<file path="config.mk">
export PLATFORM = sky130hd
export DESIGN_NAME = sample_req_sequencer_flat
export DESIGN_NICKNAME = d
export VERILOG_FILES = /design/src/rtl/sample_req_sequencer_if.sv /design/src/rtl/sample_req_sequencer.sv /design/src/flat_wrapper.sv
export SDC_FILE = /design/constraint.sdc
export NUM_CORES = 1
export LEC_CHECK = 0
export CORE_ASPECT_RATIO = 0.8
export CORE_MARGIN = 1.5
export CORE_UTILIZATION = 45
export DETAILED_ROUTE_END_ITERATION = 6
export GPL_ROUTABILITY_DRIVEN = 0
export GPL_TIMING_DRIVEN = 0
export PLACE_DENSITY = 0.74
export SLEW_MARGIN = 20
export SYNTH_ARGS = -nofsm -noshare
export SYNTH_HDL_FRONTEND = slang
export SYNTH_SLANG_ARGS = --single-unit
</file>
<file path="constraint.sdc">
create_clock -name Clk -period 2.83 [get_ports Clk]
set_input_delay 0.7075 -clock Clk [delete_from_list [all_inputs] [get_ports Clk]]
set_output_delay 0.7075 -clock Clk [all_outputs]
set_load 0.005 [all_outputs]
</file>
<file path="src/rtl/sample_req_sequencer_if.sv">
// Control/status bundle between the ANC sample sequencer and its environment.
// S_Out/R_Out are one-cycle strobes to an external RS flag (set/clear); Ack is a level
// sampled only while a request is waiting; there is no back-pressure on any signal.
interface sample_req_sequencer_if;
  logic        En;
  logic        Ack;
  logic        Ovr_Clr;
  logic        S_Out;
  logic        R_Out;
  logic        Busy;
  logic        Timeout;
  logic        Overrun;
  logic [15:0] Sample_Cnt;
  logic [1:0]  Dbg_State;

  modport slave (
    input  En, Ack, Ovr_Clr,
    output S_Out, R_Out, Busy, Timeout, Overrun, Sample_Cnt, Dbg_State
  );

  modport master (
    output En, Ack, Ovr_Clr,
    input  S_Out, R_Out, Busy, Timeout, Overrun, Sample_Cnt, Dbg_State
  );
endinterface

</file>
<file path="src/rtl/sample_req_sequencer.sv">
// Issues one set/clear request per sample period to the downstream "sample pending" RS flag,
// waits for pipeline Ack or a bounded timeout, and tracks overruns and completed samples.
module sample_req_sequencer #(
  parameter int unsigned DIV      = 1024,
  parameter int unsigned CNT_W    = 10,
  parameter int unsigned TIMEOUT  = 512,
  parameter int unsigned TO_W     = 9,
  parameter logic [15:0] CNT_INIT = 16'h0000
) (
  input  logic                   Clk,
  input  logic                   Rst,
  sample_req_sequencer_if.slave  bus
);

  typedef enum logic [1:0] {
    IDLE = 2'd0,
    SET  = 2'd1,
    WAIT = 2'd2,
    CLR  = 2'd3
  } state_t;

  localparam logic [CNT_W-1:0] PER_LAST  = CNT_W'(DIV - 1);
  localparam logic [TO_W-1:0]  WAIT_LAST = TO_W'(TIMEOUT - 1);

  state_t           state_q;
  logic [CNT_W-1:0] per_q;
  logic [CNT_W-1:0] per_d;
  logic [TO_W-1:0]  wait_q;
  logic             s_q;
  logic             r_q;
  logic             busy_q;
  logic             to_q;
  logic             ovr_q;
  logic [15:0]      cnt_q;
  logic             tick;

  // The period counter only runs while enabled; dropping En restarts the period from zero.
  assign tick = bus.En && (per_q == PER_LAST);

  always_comb begin
    per_d = '0;
    if (bus.En && (per_q != PER_LAST)) begin
      per_d = per_q + CNT_W'(1);
    end
  end

  always_ff @(posedge Clk) begin
    if (Rst) begin
      state_q <= IDLE;
      per_q   <= '0;
      wait_q  <= '0;
      s_q     <= 1'b0;
      r_q     <= 1'b0;
      busy_q  <= 1'b0;
      to_q    <= 1'b0;
      ovr_q   <= 1'b0;
      cnt_q   <= CNT_INIT;
    end else begin
      per_q <= per_d;
      s_q   <= 1'b0;
      r_q   <= 1'b0;
      to_q  <= 1'b0;

      // A tick that lands while a request is in flight is dropped; setting beats clearing.
      if (tick && (state_q != IDLE)) begin
        ovr_q <= 1'b1;
      end else if (bus.Ovr_Clr) begin
        ovr_q <= 1'b0;
      end

      case (state_q)
        IDLE: begin
          if (tick) begin
            state_q <= SET;
            s_q     <= 1'b1;
            busy_q  <= 1'b1;
          end
        end
        SET: begin
          state_q <= WAIT;
          wait_q  <= '0;
        end
        WAIT: begin
          if (bus.Ack) begin
            state_q <= CLR;
            r_q     <= 1'b1;
            cnt_q   <= cnt_q + 16'd1;
          end else if (wait_q == WAIT_LAST) begin
            state_q <= CLR;
            r_q     <= 1'b1;
            to_q    <= 1'b1;
          end else begin
            wait_q <= wait_q + TO_W'(1);
          end
        end
        CLR: begin
          state_q <= IDLE;
          busy_q  <= 1'b0;
        end
        default: begin
          state_q <= IDLE;
          busy_q  <= 1'b0;
        end
      endcase
    end
  end

  assign bus.S_Out      = s_q;
  assign bus.R_Out      = r_q;
  assign bus.Busy       = busy_q;
  assign bus.Timeout    = to_q;
  assign bus.Overrun    = ovr_q;
  assign bus.Sample_Cnt = cnt_q;
  assign bus.Dbg_State  = state_q;

  a_no_set_and_clear: assert property (@(posedge Clk) disable iff (Rst) !(s_q && r_q));
  a_timeout_with_clear: assert property (@(posedge Clk) disable iff (Rst) to_q |-> r_q);

endmodule

</file>
<file path="src/flat_wrapper.sv">
// flat-port wrapper written by rule: the top's interface ports become plain ports
module sample_req_sequencer_flat 
#(
  parameter int unsigned DIV      = 1024,
  parameter int unsigned CNT_W    = 10,
  parameter int unsigned TIMEOUT  = 512,
  parameter int unsigned TO_W     = 9,
  parameter logic [15:0] CNT_INIT = 16'h0000
)
  (Clk, Rst, bus_En, bus_Ack, bus_Ovr_Clr, bus_S_Out, bus_R_Out, bus_Busy, bus_Timeout, bus_Overrun, bus_Sample_Cnt, bus_Dbg_State);
  sample_req_sequencer_if bus_i ();
  input  logic Clk;
  input  logic Rst;
  input wire logic [$bits(bus_i.En)-1:0] bus_En;
  input wire logic [$bits(bus_i.Ack)-1:0] bus_Ack;
  input wire logic [$bits(bus_i.Ovr_Clr)-1:0] bus_Ovr_Clr;
  output wire logic [$bits(bus_i.S_Out)-1:0] bus_S_Out;
  output wire logic [$bits(bus_i.R_Out)-1:0] bus_R_Out;
  output wire logic [$bits(bus_i.Busy)-1:0] bus_Busy;
  output wire logic [$bits(bus_i.Timeout)-1:0] bus_Timeout;
  output wire logic [$bits(bus_i.Overrun)-1:0] bus_Overrun;
  output wire logic [$bits(bus_i.Sample_Cnt)-1:0] bus_Sample_Cnt;
  output wire logic [$bits(bus_i.Dbg_State)-1:0] bus_Dbg_State;
  assign bus_i.En = bus_En;
  assign bus_i.Ack = bus_Ack;
  assign bus_i.Ovr_Clr = bus_Ovr_Clr;
  assign bus_S_Out = bus_i.S_Out;
  assign bus_R_Out = bus_i.R_Out;
  assign bus_Busy = bus_i.Busy;
  assign bus_Timeout = bus_i.Timeout;
  assign bus_Overrun = bus_i.Overrun;
  assign bus_Sample_Cnt = bus_i.Sample_Cnt;
  assign bus_Dbg_State = bus_i.Dbg_State;
  sample_req_sequencer #(.DIV(DIV), .CNT_W(CNT_W), .TIMEOUT(TIMEOUT), .TO_W(TO_W), .CNT_INIT(CNT_INIT)) u_core (.Clk(Clk), .Rst(Rst), .bus(bus_i));
endmodule
</file>
== Word level (Yosys, flattened, before mapping) ==
Index checks and enable logic that the tools add are counted.
W data, S select, Z words.

* Memory bits (read-only): 0
* RAM bits: 0
* Output and inout bits: 23
* Bits in registers: 42
* Bits of input ports: 5
* Latch bits: 0
* Memories kept: 0

* Shift-type cells: 0
* Add/sub/neg operators: 3
* Equality and inequality tests: 10
* Reduce and logical (&&, ||, !) cells: 16
* $mul: 0
* Magnitude comparators: 0
* Divide/modulo/power cells: 0
* Muxes and demuxes: 14
* Bitwise operators: 3

{| class="wikitable"
|+ Operators by type and width
! kind !! count
|-
| $mux W9 || 2
|-
| $pmux W9 S2 || 1
|-
| $add A16 B1 Y16 const B || 1
|-
| $add A10 B1 Y10 const B || 1
|-
| $eq A10 B10 Y1 const B || 1
|-
| $ne A10 B10 Y1 const B || 1
|-
| $add A9 B1 Y9 const B || 1
|-
| $eq A9 B9 Y1 const B || 1
|-
| $pmux W2 S4 || 1
|-
| $reduce_bool A2 Y1 || 4
|-
| $mux W1 || 6
|-
| $mux W2 || 3
|-
| $reduce_and A2 Y1 || 3
|-
| $reduce_or A2 Y1 || 3
|-
| $eq A2 B2 Y1 const B || 2
|-
| $ne A2 B2 Y1 const B || 2
|-
| $logic_and A1 B1 Y1 || 3
|-
| $ne A3 B2 Y1 const B || 1
|-
| $not A1 Y1 || 3
|-
| $reduce_and A3 Y1 || 1
|-
| $reduce_or A3 Y1 || 1
|-
| $eq A2 B1 Y1 const B || 1
|-
| $logic_not A2 Y1 || 1
|-
| $ne A2 B1 Y1 const B || 1
|-
| $pmux W1 S2 || 1
|}

== Logic depth before layout (Yosys ltp) ==
* Depth in word-level cells: 4
* Gate-level depth with buffers: 8
* Mapped depth without buffers: 7

== Worst setup path after synthesis ==
OpenSTA, ideal clock, no wires.

* Path type: flip-flop to flip-flop
* Start point: register u_core.wait_q[0]
* End point: register u_core.wait_q[7]
* Setup slack: 1.062 ns
* Path buffers: 1
* Data arrival time: 1.648 ns
* Clock period less this slack: 1.768 ns
* Setup time: 0.121 ns
* Stages on the path, launching flop included: 9
* Cells stage by stage: dfxtp_1 > ha_1 > and4_1 > ha_1 > nor3b_1 > buf_2 > o2111ai_1 > xor2_1 > nor2_1

* Word-level cells in the longest chain between the ends: 4
* Elaborated cells on any way between the ends: 7

{| class="wikitable"
|+ Ends and longest elaborated chain
! what !! line !! text
|-
| start: declaration || sample_req_sequencer.sv:28 || <nowiki>logic [TO_W-1:0] wait_q;</nowiki>
|-
| start signal: assignment || sample_req_sequencer.sv:93 || <nowiki>wait_q <= wait_q + TO_W'(1);</nowiki>
|-
| $add A9 B1 Y9 || sample_req_sequencer.sv:93 ||
|-
| $mux W9 || sample_req_sequencer.sv:88 || <nowiki>end else if (wait_q == WAIT_LAST) begin</nowiki>
|-
| $mux W9 || sample_req_sequencer.sv:84 || <nowiki>if (bus.Ack) begin</nowiki>
|-
| $pmux W9 S2 || sample_req_sequencer.sv:71 || <nowiki>case (state_q)</nowiki>
|}

Parallel ways exist; a longest one is shown, timed or not. The select of a mux whose other input is x is not followed.
A chain may end at the register's enable or synchronous reset.

== Worst setup path after layout ==
* Start point: input Rst
* End point: register u_core.cnt_q[10], in the netlist u_core.bus.Sample_Cnt[10]

{| class="wikitable"
|+ RTL lines
! what !! line !! text
|-
| start: declaration || flat_wrapper.sv:13 || <nowiki>input logic Rst;</nowiki>
|-
| end signal: assignment || sample_req_sequencer.sv:87 || <nowiki>cnt_q <= cnt_q + 16'd1;</nowiki>
|-
| end: declaration || sample_req_sequencer.sv:34 || <nowiki>logic [15:0] cnt_q;</nowiki>
|}

No word-level cell between the ends.

==> impl_metrics.json <==
{
  "rsz0062_at_grt": "no",
  "syn-instance-count": 212,
  "die_y_um": 61.17,
  "skew_ps": 7.898,
  "worst_ir_drop_vdd_uv": 317.1,
  "fmax_mhz": 395.8,
  "drv_cap": 0,
  "place_area_sq_mm": 0.002242,
  "hold_class": "reg2reg",
  "drc": 0,
  "grt_pass1_wl_um": 5499,
  "status": "complete, no violations",
  "total_leakage_power_uw": 0.0008206,
  "grt_pass1_vias": 1245,
  "setup_tns_ps": 0,
  "synthArstFlopShare_pct": 0,
  "die_area_sq_mm": 0.004631,
  "ys_warn_count": 0,
  "fp.coreArea_sq_mm": 0.003929,
  "worstSetupEndpointType": "flop",
  "cts_tree": "done",
  "clk_pin_slew_ps": 80,
  "worst_slew_pin_slew_ps": 476.6,
  "grt-ovfl-total": 0,
  "worst-path-max-fanout": 10,
  "drtPass1Iterations": 4,
  "antenna_found_initial": 0,
  "grt_use_total_pct": 16.05,
  "rows": 20,
  "avgRoutedWirePerCell_um": 11.24,
  "cp.arrival_ps": 2690,
  "instances_no_fill": 302,
  "synth_nets": 225,
  "die_x_um": 75.71,
  "setup_viol": 0,
  "whs_ps": 473.0,
  "pin_count": 28,
  "synth_edf_count": 0,
  "io_buffer_count": 27,
  "htreeDepth": 2,
  "most-common-layout-cells": "nor2_1, dfxtp_1, clkdlybuf4s50_1, xnor2_1, nand3_1",
  "cts_buffers": 5,
  "required_ps": 2990,
  "start_util_pct": 48.44,
  "power.density_mw_per_mm2": 508.9,
  "finalPower_uw": 1197,
  "cts_hold_buffers": 0,
  "area_delta_synth_final_pct": 23.60,
  "routed_wl_um": 3393,
  "ys.flop_type": "dfxtp_1",
  "multiInputGateArea_sq_um": 992.2,
  "ys_seq_area_share_pct": 44.18,
  "drtIter0Drc": 67,
  "grt_max_degree": 14,
  "synth_cell_types": 39,
  "layout.cells.most_common": "nor2_1",
  "avgViaCountPerCell": 4.851,
  "clockBufferDepth": 2,
  "stdcell_area_sq_mm": 0.002352,
  "start_kind": "primary input",
  "regArea_sq_um": 840.8,
  "antennaDiodeCount": 0,
  "timing.final.crit_period_ps": 2527,
  "vias": 1465,
  "worstSkewPairLatency_ps": 290,
  "avgSynthCellArea_sq_um": 8.977,
  "post-cts-setup-buffer-count": 0,
  "final_antenna_net_count": 0,
  "hpwl_um": 2485,
  "hold_viol": 0,
  "netlist_area_sq_mm": 0.001903,
  "nNetsFinal": 259,
  "slew_viol_final": 0,
  "ctsResizeCount": 0,
  "fin_crit_sh_pct": 89.28,
  "ys_ff_latch": 42,
  "nFillCells": 349,
  "slew_headroom_pct": 68.23,
  "cts_root_buf": "clkbuf_8",
  "crit_type": "in2reg",
  "drive_gt1_share_pct": 7.692,
  "placed_cells": 294,
  "clock_sinks": 42
}
-- report_power, final --
| group | switching (uW) | internal, uW | total (uW) | leakage, uW |
|---|---|---|---|---|
| sequential | 12.4 | 601 | 613 | 0.000339 |
| combinational | 59.7 | 52.6 | 112 | 0.000431 |
| clock | 208 | 263 | 472 | 0.0000514 |
-- worst paths after layout --
check / end / cells after the start / slack [ps] / start
max: u_core.bus.Sample_Cnt[10]$_SDFFE_PP0N_ / 5 / 300 / Rst
min: u_core.per_q[0]$_SDFF_PP0_ / 1 / 470 / u_core.per_q[0]$_SDFF_PP0_
max reg2reg: u_core.bus.Sample_Cnt[15]$_SDFFE_PP0N_ / 7 / 820 / u_core.bus.Dbg_State[0]$_SDFFE_PP0P_
min reg2reg: u_core.per_q[0]$_SDFF_PP0_ / 1 / 470 / u_core.per_q[0]$_SDFF_PP0_
-- registers in the layout (all words and copies together), names as in the netlist --
register,cells
u_core.bus.Dbg_State,2
u_core.wait_q,9
u_core.per_q,10
u_core.bus.R_Out,1
u_core.bus.S_Out,1
u_core.bus.Overrun,1
u_core.bus.Sample_Cnt,16
u_core.bus.Busy,1
u_core.bus.Timeout,1
-- cell type report --
cell class	count	share of cell area [%]
multi-input combinational	152	42.18
sequential	42	35.74
timing repair buffer	27	11.49
clock buffer	6	3.085
tap	55	2.926
clock inverter	2	1.596
inverter	10	1.596
buffer	8	1.383
-- synth_stat cells (4+ instances only) --
master / instances / area [sq um]
inv_1: 10 / 37.54
nor3_1: 5 / 25.02
nor2_1: 43 / 161.4
mux2_2: 4 / 45.04
clkbuf_1: 6 / 22.52
nand3_1: 13 / 65.06
a21oi_1: 4 / 20.02
nor2b_1: 5 / 31.28
xor2_1: 9 / 78.83
xnor2_1: 14 / 122.6
ha_1: 8 / 100.1
nand2_1: 7 / 26.28
dfxtp_1: 42 / 840.8
-- critical path: stages --
cell	delay, ps
clkdlybuf4s50_1	640
clkbuf_1	400
clkbuf_1	410
clkbuf_1	440
nor2_1	100
-- logic make-up after synthesis --
group	synth area share (%)
xor gates and xnor gates	10.59
DFF	44.18
buffers and inverters	3.681
muxes	3.419
and+or+nand+nor	26.36
AOI/OAI and AO/OA	6.509
adders and majority gates	5.260
-- metal layers --
layer  wire [um]  share of wire [%]  vias to the layer above  global-route usage [%]
met2        1442                 42                       20                   23.56
met1        1830                 54                      657                   22.29
li1            -                  -                      786                       -
met4          31               0.91                        0                   7.653
met5           0                  0                        -                       0
met3          89                2.6                        2                   3.928
-- metrics by stage --
stage          util, %  setup WS [ps]
6_report         59.87          303.3
5_1_grt          59.87          152.7
4_1_cts          59.87          308.5
3_5_place_dp     57.07         -5.433
3_3_place_gp     57.07          4.041
2_1_floorplan        -           1062
No activity file was read; power rests on OpenSTA's default activity.
